### config.mk
export PLATFORM = sky130hd
export DESIGN_NAME = rv_lsu
export DESIGN_NICKNAME = d
export VERILOG_FILES = /design/src/rtl/rv_lsu_pkg.sv /design/src/rtl/rv_lsu_lane.sv /design/src/rtl/rv_lsu.sv
export SDC_FILE = /design/constraint.sdc
export NUM_CORES = 1
export LEC_CHECK = 0
export BUFFER_PORTS_ARGS = -buffer_cell sky130_fd_sc_hd__buf_2
export CAP_MARGIN = 5
export CORE_AREA = 2 2 136 138
export DETAILED_ROUTE_END_ITERATION = 10
export DIE_AREA = 0 0 138 140
export PLACE_DENSITY = 0.7
export SYNTH_ARGS = -nofsm -noshare
export SYNTH_HDL_FRONTEND = slang
export SYNTH_HIERARCHICAL = 1
export SYNTH_SLANG_ARGS = --single-unit
export TNS_END_PERCENT = 10
### constraint.sdc
create_clock -name clk -period 5.8 [get_ports clk]
set_input_delay 0.58 -clock clk [delete_from_list [all_inputs] [get_ports clk]]
set_output_delay 0.58 -clock clk [all_outputs]
set_load 0.03 [all_outputs]
### src/rtl/rv_lsu_pkg.sv
// Shared encodings for the load/store unit: access sizes, FSM states, fault causes.
// Also holds the accept-time fault classifier used by the top.
package rv_lsu_pkg;

  localparam logic [1:0] SIZE_B = 2'd0;
  localparam logic [1:0] SIZE_H = 2'd1;
  localparam logic [1:0] SIZE_W = 2'd2;
  localparam logic [1:0] SIZE_X = 2'd3;

  typedef enum logic [2:0] {
    ST_IDLE  = 3'd0,
    ST_LOAD  = 3'd1,
    ST_MERGE = 3'd2,
    ST_WRITE = 3'd3,
    ST_RESP  = 3'd4
  } lsu_state_t;

  // Cause codes kept distinct so a CSR can report them later.
  typedef enum logic [1:0] {
    FLT_NONE  = 2'd0,
    FLT_SIZE  = 2'd1,
    FLT_ALIGN = 2'd2,
    FLT_RANGE = 2'd3
  } lsu_fault_t;

  function automatic lsu_fault_t lsu_fault_cause(input logic [1:0] size,
                                                 input logic [31:0] addr,
                                                 input logic [31:0] base,
                                                 input logic [32:0] limit);
    lsu_fault_t c;
    c = FLT_NONE;
    if (size == SIZE_X) c = FLT_SIZE;
    else if ((size == SIZE_H && addr[0]) || (size == SIZE_W && addr[1:0] != 2'b00)) c = FLT_ALIGN;
    else if (addr < base || {1'b0, addr} >= limit) c = FLT_RANGE;
    return c;
  endfunction

endpackage

### src/rtl/rv_lsu_lane.sv
// Byte-lane helpers: extract a sign/zero-extended load value from a word, and
// merge right-aligned store data into the addressed lane of a word.
module rv_lsu_lane
  import rv_lsu_pkg::*;
(
  input  logic [31:0] word,
  input  logic [31:0] data,
  input  logic [1:0]  off,
  input  logic [1:0]  size,
  input  logic        uns,
  output logic [31:0] extract,
  output logic [31:0] merged
);

  logic [4:0]  shamt;
  logic [31:0] shifted;
  logic [31:0] mask;

  always_comb begin
    shamt   = {off, 3'b000};
    shifted = word >> shamt;
    extract = word;
    mask    = 32'hFFFF_FFFF;
    case (size)
      SIZE_B: begin
        extract = uns ? {24'd0, shifted[7:0]} : {{24{shifted[7]}}, shifted[7:0]};
        mask    = 32'h0000_00FF << shamt;
      end
      SIZE_H: begin
        // Halves are aligned, so off[0] is zero and the same shift picks the lane.
        extract = uns ? {16'd0, shifted[15:0]} : {{16{shifted[15]}}, shifted[15:0]};
        mask    = 32'h0000_FFFF << shamt;
      end
      default: begin
        extract = word;
        mask    = 32'hFFFF_FFFF;
      end
    endcase
    merged = (word & ~mask) | ((data << shamt) & mask);
  end

endmodule

### src/rtl/rv_lsu.sv
// Load/store unit in front of rv_dmem: one request at a time, alignment/range
// checking, read-modify-write for sub-word stores, extended loads.
//
// Handshakes: a request transfers on a posedge where req_valid && req_ready
// (req_ready is high only in IDLE); a response transfers on a posedge where
// rsp_valid && rsp_ready, and rsp_* hold steady while rsp_valid && !rsp_ready.
module rv_lsu
  import rv_lsu_pkg::*;
#(
  parameter int          WORDS = 1024,
  parameter logic [31:0] BASE  = 32'h0000_1000
) (
  input  logic        clk,
  input  logic        rst_n,
  input  logic        req_valid,
  output logic        req_ready,
  input  logic        req_we,
  input  logic [1:0]  req_size,
  input  logic        req_unsigned,
  input  logic [31:0] req_addr,
  input  logic [31:0] req_wdata,
  output logic        rsp_valid,
  input  logic        rsp_ready,
  output logic [31:0] rsp_rdata,
  output logic        rsp_fault,
  output logic        mem_we,
  output logic [31:0] mem_addr,
  output logic [31:0] mem_wdata,
  input  logic [31:0] mem_rdata,
  output logic [2:0]  dbg_state
);

  localparam logic [32:0] LIMIT = {1'b0, BASE} + 33'(WORDS) * 33'd4;

  lsu_state_t  state;
  logic        we_q;
  logic [1:0]  size_q;
  logic        uns_q;
  logic [31:0] addr_q;
  logic [31:0] wdata_q;
  logic [31:0] merged_q;
  logic [31:0] lane_extract;
  logic [31:0] lane_merged;
  lsu_fault_t  cause;

  assign cause = lsu_fault_cause(req_size, req_addr, BASE, LIMIT);

  rv_lsu_lane u_lane (
    .word    (mem_rdata),
    .data    (wdata_q),
    .off     (addr_q[1:0]),
    .size    (size_q),
    .uns     (uns_q),
    .extract (lane_extract),
    .merged  (lane_merged)
  );

  always_ff @(posedge clk or negedge rst_n) begin
    if (!rst_n) begin
      state     <= ST_IDLE;
      we_q      <= 1'b0;
      size_q    <= 2'd0;
      uns_q     <= 1'b0;
      addr_q    <= 32'd0;
      wdata_q   <= 32'd0;
      merged_q  <= 32'd0;
      rsp_rdata <= 32'd0;
      rsp_fault <= 1'b0;
    end else begin
      case (state)
        ST_IDLE: begin
          if (req_valid) begin
            we_q      <= req_we;
            size_q    <= req_size;
            uns_q     <= req_unsigned;
            addr_q    <= req_addr;
            wdata_q   <= req_wdata;
            rsp_rdata <= 32'd0;
            rsp_fault <= (cause != FLT_NONE);
            if (cause != FLT_NONE)  state <= ST_RESP;
            else if (!req_we)       state <= ST_LOAD;
            else if (req_size == SIZE_W) state <= ST_WRITE;
            else                    state <= ST_MERGE;
          end
        end
        ST_LOAD: begin
          rsp_rdata <= lane_extract;
          state     <= ST_RESP;
        end
        ST_MERGE: begin
          merged_q <= lane_merged;
          state    <= ST_WRITE;
        end
        ST_WRITE: state <= ST_RESP;
        ST_RESP:  if (rsp_ready) state <= ST_IDLE;
        default:  state <= ST_IDLE;
      endcase
    end
  end

  // Memory port is decoded from state alone so a reset kills any pending write.
  always_comb begin
    req_ready = (state == ST_IDLE);
    rsp_valid = (state == ST_RESP);
    mem_we    = (state == ST_WRITE);
    mem_addr  = BASE;
    mem_wdata = 32'd0;
    if (state == ST_LOAD || state == ST_MERGE || state == ST_WRITE)
      mem_addr = {addr_q[31:2], 2'b00};
    if (state == ST_WRITE)
      mem_wdata = (size_q == SIZE_W) ? wdata_q : merged_q;
    dbg_state = state;
  end

  logic unused_ok;
  assign unused_ok = we_q;

endmodule
### Word-level counts from Yosys, hierarchy flattened

Cells that the tools add are included.

| word-level totals | value |
|---|---|
| register bits after elaboration | 135 |
| input bits | 104 |
| output and inout port bits | 103 |
| word-level logic and storage cells | 62 |

| operators by class | value |
|---|---|
| $lt $le $gt $ge | 2 |
| eq/ne operators | 11 |
| shift-type cells | 4 |
| muxes and demuxes | 18 |
| bitwise logic cells | 4 |
| reduce and logical (&&, ||, !) cells | 15 |

Operators with widths:

| cell | number |
|---|---|
| $mux W32 | 6 |
| $pmux W32 S2 | 3 |
| $and A32 B32 Y32 | 2 |
| $ge A32 B14 Y1 const B | 1 |
| $lt A32 B13 Y1 const B | 1 |
| $not A32 Y32 | 1 |
| $or A32 B32 Y32 | 1 |
| $shl A16 B5 Y32 const A | 1 |
| $shl A32 B5 Y32 | 1 |
| $shl A8 B5 Y32 const A | 1 |
| $shr A32 B5 Y16 | 1 |
| $pmux W3 S4 | 1 |
| $mux W3 | 3 |
| $mux W2 | 4 |
| $eq A2 B2 Y1 const B | 3 |
| $eq A3 B2 Y1 const B | 2 |
| $reduce_and A2 Y1 | 3 |
| $reduce_bool A2 Y1 | 3 |
| $eq A2 B1 Y1 const B | 2 |
| $logic_or A1 B1 Y1 | 4 |
| $eq A3 B1 Y1 const B | 1 |
| $eq A3 B3 Y1 const B | 1 |
| $logic_not A3 Y1 | 1 |
| $logic_and A1 B1 Y1 | 2 |
| 5 further kinds | 5 |

### Depth between registers and ports, before layout

Gate-level depths: netlist of run 1.

| depth | value |
|---|---|
| word-level depth | 9 |
| mapped depth | 9 |
| gate-level depth less buffers | 6 |

### Hierarchy

The synthesis of run 1 kept the hierarchy.

By module, submodules not included:

| module | times used | cells an instance | area each (um2) | sequential area each (um2) |
|---|---|---|---|---|
| rv_lsu | 1 | 529 | 6234.7 | 3378.2 |
| rv_lsu_lane | 1 | 262 | 1667.8 | 0.0 |

### Least setup slack after synthesis of run 1

Ideal clock, no wire load.

| timing path | value |
|---|---|
| kind | register -> output |
| start point | reg state[2], in the netlist dbg_state[2] |
| end point | out mem_wdata[22] |
| arrival | 1754 ps |
| required time | 5220 ps |
| setup slack | 3466 ps |
| cell stages (with the launch flop) | 6 |
| path buffers | 2 |
| path through | dfrtp_1 > buf_6 > and2b_1 > nand2_1 > clkbuf_1 > a21oi_1 |

| between the ends | value |
|---|---|
| cells in the longest elaborated chain, start to end | 2 |

Ends and longest elaborated chain:

| element | line | RTL |
|---|---|---|
| from (decl) | rv_lsu.sv:35 | `lsu_state_t state;` |
| from (signal assigned) | rv_lsu.sv:60 | `state <= ST_IDLE;` |
| from (signal assigned) | rv_lsu.sv:80 | `if (cause != FLT_NONE) state <= ST_RESP;` |
| from (signal assigned) | rv_lsu.sv:81 | `else if (!req_we) state <= ST_LOAD;` |
| $eq A3 B2 Y1 | rv_lsu.sv:110 | `if (state == ST_WRITE)` |
| $mux W32 | rv_lsu.sv:110 |  |
| to (decl) | rv_lsu.sv:28 | `output logic [31:0] mem_wdata,` |

Every way passes these cells.

### Worst setup path after layout of run 1

| timing path | value |
|---|---|
| start point | reg size_q[0] |
| end point | out mem_wdata[29] |

| between the ends | value |
|---|---|
| cells in the longest elaborated chain, start to end | 3 |

Ends and longest elaborated chain:

| element | line | RTL |
|---|---|---|
| from (decl) | rv_lsu.sv:37 | `logic [1:0] size_q;` |
| from (signal assigned) | rv_lsu.sv:74 | `size_q <= req_size;` |
| $eq A2 B2 Y1 | rv_lsu.sv:111 | `mem_wdata = (size_q == SIZE_W) ? wdata_q : merged_q;` |
| $mux W32 | rv_lsu.sv:111 |  |
| $mux W32 | rv_lsu.sv:110 |  |

Every way passes these cells.

==> results of run 1 <==
-- cells in the mapped netlist (10+ instances only) --
cell      instances
nor2b_1          10
nand2_1         193
o21ai_0          69
mux2_2           53
buf_4            11
mux2_4           60
and2_1           30
dfrtp_1         135
o31ai_1          15
clkbuf_1         25
nor2_1           12
a21oi_1          50
buf_2            12
mux2i_1          26
-- sequential cells by signal, summed over array words and instances, names as in the netlist --
signal	cells
dbg_state	3
size_q	2
addr_q	32
uns_q	1
merged_q	32
rsp_rdata	32
wdata_q	32
rsp_fault	1
-- stage by stage --
| stage | hold WS [ns] | power [mW] | setup WS, ns | utilization | instance area (sq um) |
|---|---|---|---|---|---|
| 2_1_floorplan | 0.284 | 1.81 | 3.47 | - | 7910 |
| 4_1_cts | 0.161 | 3.17 | 2.83 | 0.534 | 9490 |
| 5_1_grt | 0.174 | 3.31 | 2.70 | 0.534 | 9490 |
| 6_report | 0.135 | 3.16 | 2.86 | 0.534 | 9490 |
| 3_3_place_gp | 0.462 | 1.99 | 2.83 | 0.498 | 8860 |
| 3_5_place_dp | 0.469 | 2.01 | 2.80 | 0.498 | 8860 |
-- power by group through the flow --
stage	Sequential (mW)	Combinational, mW	Clock (mW)
3_5_place_dp	1.18	0.829	0
5_1_grt	1.18	0.910	1.22
6_report	1.17	0.837	1.16
3_3_place_gp	1.18	0.811	0
2_1_floorplan	1.13	0.682	0
4_1_cts	1.16	0.831	1.17
-- final timing paths --
kind | startpoint | slack (ns) | endpoint
worst min-delay path | rst_n | 0.14 | rsp_rdata[13]
max in group asynchronous | rst_n | 4.25 | addr_q[0]
min in group clk | req_addr[11] | 0.39 | addr_q[11]
worst max register to register | dbg_state[2] | 2.94 | size_q[0]
worst min register to register | addr_q[30] | 0.48 | addr_q[30]
worst max-delay path | size_q[0] | 2.86 | mem_wdata[29]
-- cell families after synthesis --
logic type,count (synthesis),share of synthesized area
and+or+nand+nor,267,0.150
AOI/OAI and AO/OA,168,0.124
muxes,149,0.237
DFF,135,0.427
buffers and inverters,71,0.0603
other,1,0.000475
-- layout make-up --
class                      count  area [sq um]  area share
sequential                   135          3380       0.356
timing repair buffer         214          1100       0.116
antenna                        1          2.50    0.000264
clock buffer                  18           429      0.0452
clock inverter                14           200      0.0211
inverter                       9          33.8     0.00356
multi-input combinational    586          4060       0.427
tap                          229           287      0.0302
-- routing by layer --
metal | GRT usage | routed length, microns | up-vias
met3 | 0.0779 | 1720 | 25
li1 | - | - | 3073
met4 | 0.0644 | 347 | 2
met5 | 0 | 11 | -
met2 | 0.348 | 10200 | 255
met1 | 0.314 | 10200 | 3152
-- worst register-to-register path: stages, from the launching register on --
cell and delay (ns):
dfrtp_1 0.48, nor3b_2 0.28, and2b_4 0.92, buf_4 0.69
mux2_1 0.38
==> results.json, run 1 <==
{
  "slowest_delay_ns": 0.55,
  "switchingPower_uw": 1000,
  "maxCapViolCount": 0,
  "grt.overflow.total": 0,
  "worstMarginPinSlew_ns": 1.22,
  "yosys_warnings": 6,
  "synth_cell_types": 50,
  "min_period_ns": 2.94,
  "dp_cells": 1173,
  "wl_microns": 22400,
  "io-pin-count": 207,
  "grt_pass1_vias": 6306,
  "period_share": 0.506,
  "hpwl_microns": 15700,
  "clock_path_buffers": 2,
  "path_class": "reg2out",
  "die_y_microns": 140,
  "cts_root_buf": "clkbuf_16",
  "synth_edf_count": 0,
  "p_int_mw": 2.16,
  "finClkSkew_ns": 0.0130,
  "synth_area_leader_cell": "dfrtp_1",
  "final_common_cell": "buf_2",
  "nets": 1067,
  "gp_congestion": 0.891,
  "leakagePower_nw": 4.61,
  "critical-path-top-delay-family": "simple AND/OR/NAND/NOR gates",
  "dominantRegCellSynth": "dfrtp_1",
  "cts_made_buffers": 17,
  "cts_tree": "done",
  "powerDensity_nw_per_um2": 333,
  "cts.reportedPaths.clkPinSlew_ns": 0.06,
  "fillers": 1664,
  "grt_pass1_wl_microns": 35100,
  "yosys-top-cells-area": "dfrtp_1 (43%), mux2_4 (11%), nand2_1 (9.2%)",
  "clock_power_share": 0.366,
  "cts_resized": 0,
  "start_kind": "register",
  "final_cell_mix": "buf_2 (203), nand2_1 (193), dfrtp_1 (134), o21ai_0 (69), mux2_4 (60)",
  "cts_hold_buf": 0,
  "globalRouteTotalUtil": 0.230,
  "antenna_found_initial": 3,
  "hold_class": "in2async",
  "maxSlewViolCount": 0,
  "grt_max_degree": 74,
  "tns_ns": 0,
  "core_area_sq_um": 17800,
  "rows": 49,
  "cts.sinks": 135,
  "power_frac_comb": 0.265,
  "hold_viol_final": 0,
  "rsz0062_at_grt": "false",
  "cp-end-kind": "output port",
  "dieWidth_microns": 138,
  "post_drt_wl_per_cell_microns": 18.6,
  "ys_async_sr_fraction": 1.00,
  "firstDrtPassIters": 5,
  "seqPwrFrac": 0.369,
  "status": "finished, final reports clean",
  "path_depth": 5,
  "critPathRequiredTime_ns": 5.22,
  "synth_top_area_frac": 0.427,
  "area_growth_pct": 20.1,
  "cp.arrival_ns": 2.36,
  "irDropWorstVdd_mv": 0.247,
  "cts_setup_buffers": 0,
  "swShare": 0.316,
  "dieArea_sq_um": 19300,
  "drc": 0,
  "layout-drive-gt1-share": 0.385,
  "detail-route-antenna-nets": 0,
  "clk_latency_ns": 0.42,
  "io_buffers": 204,
  "ys_seq_area_frac": 0.427,
  "drt_iter0_drc": 507,
  "start_util": 0.444,
  "cts_max_level": 4,
  "max_slew_margin": 0.183,
  "avgSynthCellArea_sq_um": 9.99,
  "max_freq_ghz": 0.340,
  "routed_via_density": 5.40,
  "fin_cells": 1206,
  "num_vias": 6507,
  "syn_inst": 791,
  "path_max_fanout": 20,
  "setup_viol": 0,
  "synth_area_sq_um": 7900,
  "crit_chain": "nand2b_1, buf_4, nand2_1, a21oi_1, buf_2",
  "slowest_stage": "dfrtp_1",
  "crit_buf_inv": 2,
  "r2r_cells": 4,
  "synth-seq-cells": 135
}
(Power assumes the default switching activity.)
==> inputs of run 2 (changes only) <==
ABC_AREA = 1   (was not set)
CORE_AREA = 2 2 134 136   (was 2 2 136 138)
DIE_AREA = 0 0 136 138   (was 0 0 138 140)
PLACE_DENSITY = 0.73   (was 0.7)
clock period = 2.7 ns   (was 5.8 ns; I/O delays follow)
==> run 2 against run 1 <==
Net effect: via count up 16%; synthesized area down 2.7%; worst hold slack got worse by 0.075 ns; clock power up 97%; first-iteration DRC count rose by 36%; clock skew fell by 0.0021 ns; sequential share of layout area rose by 0.20 points; largest power group is now combinational cells.
==> results.json, run 2 <==
{
  "worstMarginPinSlew_ns": 0.588,
  "globalRouteTotalUtil": 0.251,
  "clock_power_share": 0.245,
  "powerDensity_nw_per_um2": 989,
  "max_slew_margin": 0.608,
  "grt.overflow.total": 0,
  "drc": 0,
  "regToRegStartpoint": "addr_q[0]",
  "dp_slack_ns": 0.454,
  "finClkSkew_ns": 0.0108,
  "grt_pass1_wl_microns": 36700,
  "grt_max_degree": 57,
  "die_y_microns": 138,
  "io_buffers": 204,
  "final_cell_mix": "nand2_1 (321), buf_2 (203), nor2_1 (150), dfrtp_1 (135), inv_1 (92)",
  "synth_area_sq_um": 7690,
  "synth_area_leader_cell": "dfrtp_1",
  "cts_made_buffers": 17,
  "dieWidth_microns": 136,
  "synthTopCellsByCount": "nand2_1 (321), nor2_1 (150), dfrtp_1 (135), inv_1 (92), nand3_1 (88)",
  "dieArea_sq_um": 18800,
  "path_max_fanout": 35,
  "period_share": 0.944,
  "rows": 49,
  "io-pin-count": 207,
  "cts_root_buf": "clkbuf_16",
  "drt_iter0_drc": 691,
  "synth_edf_count": 0,
  "nets": 1337,
  "path_class": "reg2out",
  "maxCapViolCount": 0,
  "avgSynthCellArea_sq_um": 7.32,
  "firstDrtPassIters": 5,
  "ys_seq_area_frac": 0.439,
  "cts.reportedPaths.clkPinSlew_ns": 0.06,
  "worstReg2RegEnd": "rsp_rdata[30]",
  "syn_inst": 1050,
  "routed_via_density": 5.10,
  "hold_viol_final": 0,
  "maxSlewViolCount": 0,
  "startpoint": "dbg_state[0]",
  "layout-drive-gt1-share": 0.246,
  "critical-path-top-delay-family": "buffers and inverters",
  "r2r_cells": 8,
  "hpwl_microns": 17400,
  "switchingPower_mw": 3.92,
  "detail-route-antenna-nets": 0,
  "critPathRequiredTime_ns": 2.43,
  "setup_viol": 0,
  "irDropWorstVdd_mv": 0.580,
  "core_area_sq_um": 17500,
  "yosys_warnings": 6,
  "clk_latency_ns": 0.43,
  "cp-end-kind": "output port",
  "tns_ns": 0,
  "crit_buf_inv": 4,
  "path_depth": 8,
  "synth_most_common_cell": "nand2_1",
  "leakagePower_nw": 5.32,
  "ys_async_sr_fraction": 1.00,
  "seqPwrFrac": 0.332,
  "antenna_found_initial": 5,
  "yosys-top-cells-area": "dfrtp_1 (44%), nand2_1 (16%), nor2_1 (7.3%)",
  "crit_chain": "nor2_2, inv_2, nor2_4, inv_2, nand2_1, inv_4, or2_1, buf_2",
  "final_common_cell": "nand2_1",
  "grt_pass1_vias": 7009,
  "cts_tree": "done",
  "synth_cell_types": 29,
  "cts.sinks": 135,
  "post_drt_wl_per_cell_microns": 15.9,
  "status": "finished, final reports clean",
  "p_int_mw": 5.41,
  "slowest_delay_ns": 0.44,
  "clock_path_buffers": 2,
  "hold_ws_ns": 0.0601,
  "max_freq_ghz": 0.392,
  "synth_top_area_frac": 0.439,
  "min_period_ns": 2.55,
  "cpMostUsedCell": "inv_2",
  "cp.arrival_ns": 2.28,
  "synth-seq-cells": 135,
  "start_util": 0.438,
  "fin_ws_ns": 0.150,
  "hold_class": "in2reg",
  "reg2reg_setup_slack_ns": 0.40,
  "cts_max_level": 4,
  "wl_microns": 23500,
  "area_growth_pct": 22.7,
  "dominantRegCellSynth": "dfrtp_1",
  "num_vias": 7547,
  "gp_congestion": 0.946,
  "power_frac_comb": 0.423,
  "crit_end": "mem_addr[12]",
  "start_kind": "register",
  "swShare": 0.420,
  "slowest_stage": "dfrtp_1"
}
run 2: per-stage QoR:
stage,area [sq um],cells,util,total power [mW]
3_5_place_dp,8820,1442,0.503,7.00
6_report,9430,1480,0.538,9.33
3_3_place_gp,8820,1442,0.503,6.97
4_1_cts,9420,1475,0.537,9.31
5_1_grt,9430,1480,0.538,9.97
2_1_floorplan,7690,1051,-,5.99
run 2: layout make-up:
class                      instances  area [sq um]
inverter                         104           393
timing repair buffer             222          1190
clock inverter                    11           124
clock buffer                      21           460
fill                            1764          8100
tap                              229           287
multi-input combinational        753          3590
sequential                       135          3380
antenna                            5          12.5
run 2: how the worst min path moves through the flow:
| stage | from | end | slack [ns] | cells after the start |
|---|---|---|---|---|
| 6_report | req_wdata[3] | wdata_q[3] | 0.06 | 2 |
| 5_1_grt | req_wdata[1] | wdata_q[1] | 0.06 | 2 |
| 4_1_cts | req_wdata[3] | wdata_q[3] | 0.05 | 2 |
| 3_5_place_dp | rst_n | wdata_q[16] | 0.27 | 1 |
| 3_3_place_gp | rst_n | wdata_q[16] | 0.26 | 1 |
| 2_1_floorplan | rst_n | addr_q[0] | -0.03 | 0 |
run 2: worst register-to-register path: stages (launching register included):
cell	delay (ns)
dfrtp_1	0.71
inv_2	0.35
nand2_1	0.15
nand3_1	0.07
nand2_1	0.11
nand3_2	0.37
nand3_1	0.20
inv_1	0.05
o21ai_0	0.19
run 2: power groups by stage:
stage / Sequential (mW) / Clock [mW] / Combinational [mW]
final: 3.10 / 2.29 / 3.95
after global placement: 3.11 / 0 / 3.86
after CTS: 3.09 / 2.32 / 3.90
after detailed placement: 3.12 / 0 / 3.88
after floorplan: 2.93 / 0 / 3.06
after global routing: 3.17 / 2.40 / 4.39
run 2: what timing repair did:
action                     4_1_cts  5_1_grt
setup endpoints to repair        0       30
buffers inserted                 0        0
resized for setup                0        2
hold buffers                     1        0
hold endpoints to repair        54        0
run 2: cells by family (layout without fill, tap and decap cells):
logic type,after synthesis,after routing,synth area share
AO/OA/AOI/OAI,144,144,0.0983
buffers and inverters,163,358,0.0949
flip-flops,135,135,0.439
multiplexers,35,35,0.0659
other,1,7,0.000488
AND/OR/NAND/NOR,572,572,0.301
run 2: metal layers:
layer / up-vias / share of wire / track usage
li1: 3663 / - / -
met1: 3561 / 0.44 / 0.352
met2: 276 / 0.46 / 0.378
met3: 47 / 0.070 / 0.0484
met4: 0 / 0.030 / 0.111
met5: - / 0 / 0
